## src/rtl/aes_const.sv

```systemverilog
// AES round and block constants shared by the cipher core and its schedulers.
package aes_const;

    localparam int Nb = 4;
    localparam int Nk = 4;
    localparam int Nr = 10;

endpackage

```

## src/rtl/aes_sched_pkg.sv

```systemverilog
// Types and constants for the round-robin scheduler in front of the AES round datapath.
package aes_sched_pkg;

    import aes_const::*;

    localparam int AES_LAT  = Nr + 1;
    localparam int ID_MAX_W = 3;
    localparam int CNT_W    = 4;

    typedef enum logic {
        IDLE,
        BUSY
    } sched_state_e;

    typedef logic [0:15][7:0] aes_block_t;

    typedef struct packed {
        aes_block_t            data;
        logic [ID_MAX_W-1:0]   id;
    } rsp_entry_t;

endpackage

```

## src/rtl/aes_rsp_fifo.sv

```systemverilog
// Two-entry response FIFO; push and pop in the same cycle are both honoured.
module aes_rsp_fifo #(
    parameter type entry_t = logic [7:0]
) (
    input  logic       clk,
    input  logic       rst,
    input  logic       push,
    input  entry_t     push_data,
    input  logic       pop,
    output logic       head_valid,
    output entry_t     head_data,
    output logic [1:0] count
);

    entry_t     mem [2];
    logic       wr_ptr;
    logic       rd_ptr;
    logic [1:0] cnt;

    always_ff @(posedge clk) begin
        if (!rst) begin
            mem[0] <= '0;
            mem[1] <= '0;
            wr_ptr <= 1'b0;
            rd_ptr <= 1'b0;
            cnt    <= 2'd0;
        end else begin
            if (push) begin
                mem[wr_ptr] <= push_data;
                wr_ptr      <= ~wr_ptr;
            end
            if (pop) begin
                rd_ptr <= ~rd_ptr;
            end
            cnt <= cnt + 2'(push) - 2'(pop);
        end
    end

    assign head_valid = (cnt != 2'd0);
    assign head_data  = mem[rd_ptr];
    assign count      = cnt;

endmodule

```

## src/rtl/aes_cipher_arbiter.sv

```systemverilog
// Round-robin scheduler sharing one fixed-latency AES round datapath among NREQ requesters.
// Handshake: a transfer happens in a cycle where valid and ready are both high; ready never waits on valid's reaction.
module aes_cipher_arbiter
    import aes_sched_pkg::*;
#(
    parameter int NREQ = 4,
    parameter int IDW  = $clog2(NREQ)
) (
    input  logic                         clk,
    input  logic                         rst,
    input  logic [NREQ-1:0]              req_valid,
    input  logic [0:NREQ-1][0:15][7:0]   req_data,
    output logic [NREQ-1:0]              req_ready,
    output logic                         rsp_valid,
    input  logic                         rsp_ready,
    output logic [0:15][7:0]             rsp_data,
    output logic [IDW-1:0]               rsp_id,
    output logic                         core_enable,
    output logic [0:15][7:0]             core_data_in,
    input  logic [0:15][7:0]             core_data_out,
    input  logic                         core_ready,
    output logic                         err,
    output sched_state_e                 dbg_state
);

    typedef struct packed {
        sched_state_e          state;
        logic [ID_MAX_W-1:0]   cur_id;
        logic [CNT_W-1:0]      cnt;
        logic [ID_MAX_W-1:0]   rr_ptr;
        logic                  err;
    } arb_reg_t;

    localparam arb_reg_t REG_RESET = '{state: IDLE, cur_id: '0, cnt: '0, rr_ptr: '0, err: 1'b0};
    localparam logic [CNT_W-1:0] CNT_LOAD = CNT_W'(AES_LAT - 1);

    arb_reg_t             r;
    arb_reg_t             rin;
    rsp_entry_t           push_entry;
    rsp_entry_t           head_entry;
    logic                 fifo_push;
    logic                 fifo_pop;
    logic [1:0]           fifo_count;
    logic                 done;
    logic                 credit;
    logic                 found;
    logic                 launch;
    logic [ID_MAX_W-1:0]  grant;

    always_ff @(posedge clk) begin
        if (!rst) begin
            r <= REG_RESET;
        end else begin
            r <= rin;
        end
    end

    always_comb begin
        rin          = r;
        req_ready    = '0;
        core_enable  = 1'b0;
        core_data_in = '0;
        fifo_push    = 1'b0;
        push_entry   = '0;
        found        = 1'b0;
        grant        = '0;

        fifo_pop = rsp_valid && rsp_ready;
        done     = (r.state == BUSY) && core_ready;
        // The job finishing this cycle already owns a slot, so count it as occupied.
        credit   = (3'(fifo_count) + 3'(done) - 3'(fifo_pop)) < 3'd2;

        for (int j = 0; j < NREQ; j++) begin
            if (!found && req_valid[j] && (j >= int'(r.rr_ptr))) begin
                found = 1'b1;
                grant = ID_MAX_W'(j);
            end
        end
        for (int j = 0; j < NREQ; j++) begin
            if (!found && req_valid[j]) begin
                found = 1'b1;
                grant = ID_MAX_W'(j);
            end
        end

        launch = rst && ((r.state == IDLE) || done) && found && credit;

        for (int j = 0; j < NREQ; j++) begin
            if (launch && (grant == ID_MAX_W'(j))) begin
                req_ready[j] = 1'b1;
                core_data_in = req_data[j];
            end
        end
        core_enable = launch;

        if (r.state == BUSY) begin
            if (core_ready) begin
                fifo_push       = 1'b1;
                push_entry.data = core_data_out;
                push_entry.id   = r.cur_id;
                if (r.cnt != '0) begin
                    rin.err = 1'b1;
                end
                rin.state = IDLE;
            end else if (r.cnt == '0) begin
                // Core missed its slot: drop the job rather than hang.
                rin.err   = 1'b1;
                rin.state = IDLE;
            end else begin
                rin.cnt = r.cnt - 1'b1;
            end
        end else if (core_ready) begin
            rin.err = 1'b1;
        end

        if (launch) begin
            rin.state  = BUSY;
            rin.cur_id = grant;
            rin.cnt    = CNT_LOAD;
            rin.rr_ptr = (int'(grant) == NREQ - 1) ? '0 : grant + 1'b1;
        end
    end

    aes_rsp_fifo #(
        .entry_t (rsp_entry_t)
    ) u_rsp_fifo (
        .clk        (clk),
        .rst        (rst),
        .push       (fifo_push),
        .push_data  (push_entry),
        .pop        (fifo_pop),
        .head_valid (rsp_valid),
        .head_data  (head_entry),
        .count      (fifo_count)
    );

    assign rsp_data  = head_entry.data;
    assign rsp_id    = IDW'(head_entry.id);
    assign err       = r.err;
    assign dbg_state = r.state;

endmodule

```

## config.mk

```make
export PLATFORM = sky130hd
export DESIGN_NAME = aes_cipher_arbiter
export DESIGN_NICKNAME = d
export VERILOG_FILES = /design/src/rtl/aes_const.sv /design/src/rtl/aes_sched_pkg.sv /design/src/rtl/aes_rsp_fifo.sv /design/src/rtl/aes_cipher_arbiter.sv
export SDC_FILE = /design/constraint.sdc
export NUM_CORES = 1
export LEC_CHECK = 0
export ABC_CLOCK_PERIOD_IN_PS = 5700
export BUFFER_PORTS_ARGS = -buffer_cell sky130_fd_sc_hd__buf_2
export CAP_MARGIN = 20
export CORE_AREA = 2 2 355 357
export CTS_CLUSTER_DIAMETER = 100
export DETAILED_ROUTE_END_ITERATION = 8
export DIE_AREA = 0 0 357 359
export SLEW_MARGIN = 0
export SYNTH_ARGS = -nofsm -noshare
export SYNTH_HDL_FRONTEND = slang
export SYNTH_HIERARCHICAL = 1
export SYNTH_SLANG_ARGS = --single-unit
```

## constraint.sdc

```tcl
create_clock -name clk -period 5.7 [get_ports clk]
set_clock_uncertainty 0.1 [all_clocks]
set_input_delay 1.71 -clock clk [delete_from_list [all_inputs] [get_ports clk]]
set_output_delay 1.71 -clock clk [all_outputs]
set_load 0.005 [all_outputs]
```

### Yosys cells after proc, flatten, opt, wreduce, memory -nomap -nowiden

Memories as Yosys holds them, arrays and structs flattened. A register that Yosys moved wholly into a read port is not among the register bits.
Cells that the tools add are included.

| operators by class | value |
|---|---|
| add/sub/neg operators | 6 |
| shift-type cells | 0 |
| mux-type cells | 49 |
| order comparisons | 5 |
| bitwise logic cells | 6 |
| reduce and logical (&&, ||, !) cells | 40 |
| eq/ne operators | 7 |
| div/mod/pow operators | 0 |
| multipliers | 0 |

Operators with widths:

| cell | number |
|---|---|
| two-way mux 128 bit | 4 |
| two-way mux 131 bit | 3 |
| OR reduction 131 bit | 1 |
| two-way mux 1 bit | 31 |
| two-way mux 3 bit | 7 |
| logical AND 1 bit | 20 |
| two-way mux 4 bit | 3 |
| two-way mux 11 bit | 1 |
| AND reduction 3 bit | 3 |
| nonzero test 2 bit | 4 |
| zero test 1 bit | 7 |
| == test 3 x 2 -> 1 bit, second input constant | 2 |
| greater-or-equal comparator 1 x 3 -> 1 bit, first input constant | 2 |
| greater-or-equal comparator 2 x 3 -> 1 bit, first input constant | 2 |
| NOT 1 bit | 6 |
| zero test 4 bit | 1 |
| != test 2 bit, second input constant | 2 |
| nonzero test 4 bit | 1 |
| subtractor 4 x 1 -> 4 bit, second input constant | 1 |
| adder 2 x 1 -> 3 bit | 1 |
| adder 3 x 1 -> 3 bit, second input constant | 1 |
| == test 3 x 1 -> 1 bit, second input constant | 1 |
| == test 3 bit, second input constant | 1 |
| zero test 3 bit | 1 |
| other kinds (7) | 7 |

| word-level totals | value |
|---|---|
| logic and storage cells | 123 |
| bits in registers | 16 |
| bits in read-only memories | 0 |
| input port bits | 648 |
| memories | 1 |
| bits in latches | 0 |
| output and inout bits | 266 |
| bits in writable memories | 262 |

Memory list:

| name | words | width | read ports | clocked after Yosys merged registers in | write ports | RTL line | source |
|---|---|---|---|---|---|---|---|
| u_rsp_fifo.mem | 2 | 131 | 1 | 1 | 2 | aes_rsp_fifo.sv:15 | `entry_t mem [2];` |

### Depth between registers and ports, before layout

| depth | value |
|---|---|
| word-level depth | 34 |
| mapped depth | 13 |
| mapped depth without buffers | 11 |

### Hierarchy

Netlist, hierarchy kept.

Modules (own cells, without submodules):

| module | seq. area each (sq um) | area an instance (sq um) | times used | cells an instance |
|---|---|---|---|---|
| aes_rsp_fifo | 7967.6 | 11792.6 | 1 | 867 |
| aes_cipher_arbiter | 200.2 | 6566.3 | 1 | 1063 |

### Worst setup path before layout

No wires, ideal clock.

| timing path | value |
|---|---|
| path kind | input -> output |
| start | input port core_ready |
| end | output port core_data_in[13] (netlist name) |
| arrival | 4211 ps |
| stages on the path | 11 |
| slack | -321 ps |
| required time | 3890 ps |
| buffers on the path | 2 |
| cell sequence | clkbuf_1 > nand2_1 > ha_1 > nand2b_1 > fa_1 > xnor2_1 > nand4_1 > nor4_4 > clkbuf_1 > nand3_1 > a31oi_1 |

RTL lines:

| item | RTL line | source |
|---|---|---|
| from (decl) | aes_cipher_arbiter.sv:21 | `input logic core_ready,` |
| to (decl) | aes_cipher_arbiter.sv:19 | `output logic [0:15][7:0] core_data_in,` |

==> reports/results.ini <==
[pwr]
leakagePower_nw=12.2
p_per_area_nw_per_um2=462
peakVddDrop_v=0.000304

[critical_path]
timing.rr.end=r[4]$_SDFFE_PP0P_
r2r_cells=17
crit_required_ps=3890
timing.rr.start=u_rsp_fifo/count[0]$_SDFF_PN0_
critPathMaxFanout=4
crit_arrival_ps=4570
start_kind=input port
ff2ff_setup_slack_ps=1930
crit_path_end_kind=output port
crit_type=input port to output port

[cts]
worstSkewPairLatency_ps=570
root_buffer=clkbuf_16
numCtsBuffers=37
tritoncts=done
clk_pin_slew_worst_paths_ps=50
clockBufferDepth=3
cts.sinks=275
htreeDepth=2

[floorplan]
dieHeight_um=359
die_w_um=357
row_count=130
io_pins=914
fp.dieArea_um2=128000
start_util=0.147
coreArea_um2=125000

[routing]
drc=0
vias=20566
ant_nets=0
detail_route.wirelength_um=130000
drtIter0Drc=1658
drt_pass1_iterations=6
wl_per_cell_um=28.4
routed_via_density=4.50

[finish]
fin_cells=4573
nNetsFinal=3499
drive_gt1_frac=0.511
areaGrowthSynthToFinish_pct=60.9

[timing]
slew_viol_final=0
min_period_over_period=1.12
rsz0062_at_grt=true
hold_viol_final=0
relSlewSlack=0.346
period_needed_ps=6380
hold_ws_ps=375
setup_viol_count_final=133
max_freq_mhz=157
setup_ws_ps=-679
setup_tns_ps=-70980
tightest_slew_ps=981

[global_route]
grt_pass1_wl_um=171000
grt_use_total=0.192
grt_max_degree=89
overflow=0
antenna_found_initial=124
grt_pass1_vias=20427

[synthesis]
syn-cell-area_um2=18300
yosys_warnings=6
synth_nets=2578
avgSynthCellArea_um2=9.50
synth_cells=1923

[min_path]
hold_end=err$_SDFFE_PN0P_
hp-class=flip-flop to flip-flop
holdPathStages=1
worstHoldStart=err$_SDFFE_PN0P_

[job]
maxCapViolations=0

[placed_design]
post-place-cells=4406
gp_congestion=0.981
port_buffers=913
place_hpwl_um=99600

[outcome]
status=complete, but fails checks
violations=setup timing

## final cells by class
cell class              count  area, um2
fillers                 13672      95200
multi-input cells        1385      10500
flip-flops and latches    275       8120
repair buffers           1092       7140
well taps                1650       2060
clock buffers              42        945
clock inverters            23        239
inverters                  52        224
diodes                     53        133
repair inverters            1       16.3
## where the power goes
group          leakage (nW)  switching [mW]  internal, mW
logic                  8.84            4.70          4.04
registers              2.82           0.132          2.44
clock network         0.560           0.957          1.31
## registers in the layout, summed over array words and instances, names as in the netlist, named ones only
| name | count |
|---|---|
| u_rsp_fifo/mem | 260 |
| r | 8 |
| u_rsp_fifo/count | 2 |
| dbg_state | 1 |
| err | 1 |
| u_rsp_fifo/rd_ptr | 1 |
| u_rsp_fifo/wr_ptr | 1 |
## worst max-delay path, stage by stage
cell      delay (ps)
buf_6            100
and2_4           140
ha_4             210
nand2b_4         200
fa_2             580
nand2_2           60
nand4b_1         280
nor3b_4          250
buf_6            140
buf_12           130
buf_12           130
buf_6            110
nand3_2           90
a31oi_4          260
buf_2            170
## worst max-delay path by stage
stage / end / startpoint / slack (ps)
after global routing: core_data_in[32] / rsp_ready / -730
after floorplan: core_data_in[101] / core_ready / -100
after detailed placement: core_data_in[83] / rsp_ready / -860
after CTS: core_data_in[115] / rsp_ready / -590
final: core_data_in[83] / rsp_ready / -680
after global placement: core_data_in[83] / rsp_ready / -790
## cells in the final DEF (no fill, tap or decap), types with 5 or more instances in the layout
cell type / instances
buf_2: 895
nor2_1: 300
edfxtp_1: 260
nand2_1: 232
and3_1: 182
buf_4: 93
mux2_4: 90
a221oi_2: 64
o21a_1: 59
a211oi_1: 56
diode_2: 53
inv_1: 49
o21ai_1: 49
buf_12: 45
a221oi_1: 40
clkbuf_16: 40
mux2_2: 40
nand3_1: 38
o21ai_0: 35
a221oi_4: 32
a21o_1: 32
buf_6: 25
nand3_4: 19
buf_16: 18
a31oi_4: 16
a31oi_1: 13
dfxtp_1: 13
buf_8: 12
nand3_2: 10
o21ai_2: 7
clkinv_1: 6
and3_2: 5
a21oi_1: 5
clkbuf_1: 5
clkinvlp_4: 5
## repair_timing
| item | 4_1_cts | 5_1_grt |
|---|---|---|
| hold endpoints to repair | 0 | 0 |
| cloned | 21 | 3 |
| hold buffers | 0 | 0 |
| resized for setup | 248 | 90 |
| pin swaps | 120 | 72 |
| setup buffers | 25 | 14 |
| endpoints found under the setup margin | 132 | 133 |
## metal layers
| layer | track usage | part of all wire | vias to the layer above |
|---|---|---|---|
| met5 | 0 | 0.0019 | - |
| met4 | 0.0984 | 0.055 | 38 |
| met3 | 0.0657 | 0.094 | 312 |
| met2 | 0.307 | 0.46 | 1117 |
| met1 | 0.228 | 0.39 | 10133 |
| li1 | - | - | 8966 |
## per-stage QoR
| step | total power, mW | setup WS [ps] | util | cell area (um2) |
|---|---|---|---|---|
| 6_report | 13.6 | -679 | 0.236 | 29400 |
| 4_1_cts | 13.3 | -593 | 0.230 | 28700 |
| 3_5_place_dp | 9.00 | -855 | 0.203 | 25400 |
| 3_3_place_gp | 9.02 | -792 | 0.203 | 25400 |
| 5_1_grt | 14.2 | -730 | 0.236 | 29400 |
| 2_1_floorplan | 5.90 | -98.0 | - | 18300 |
(Power assumes the default switching activity.)
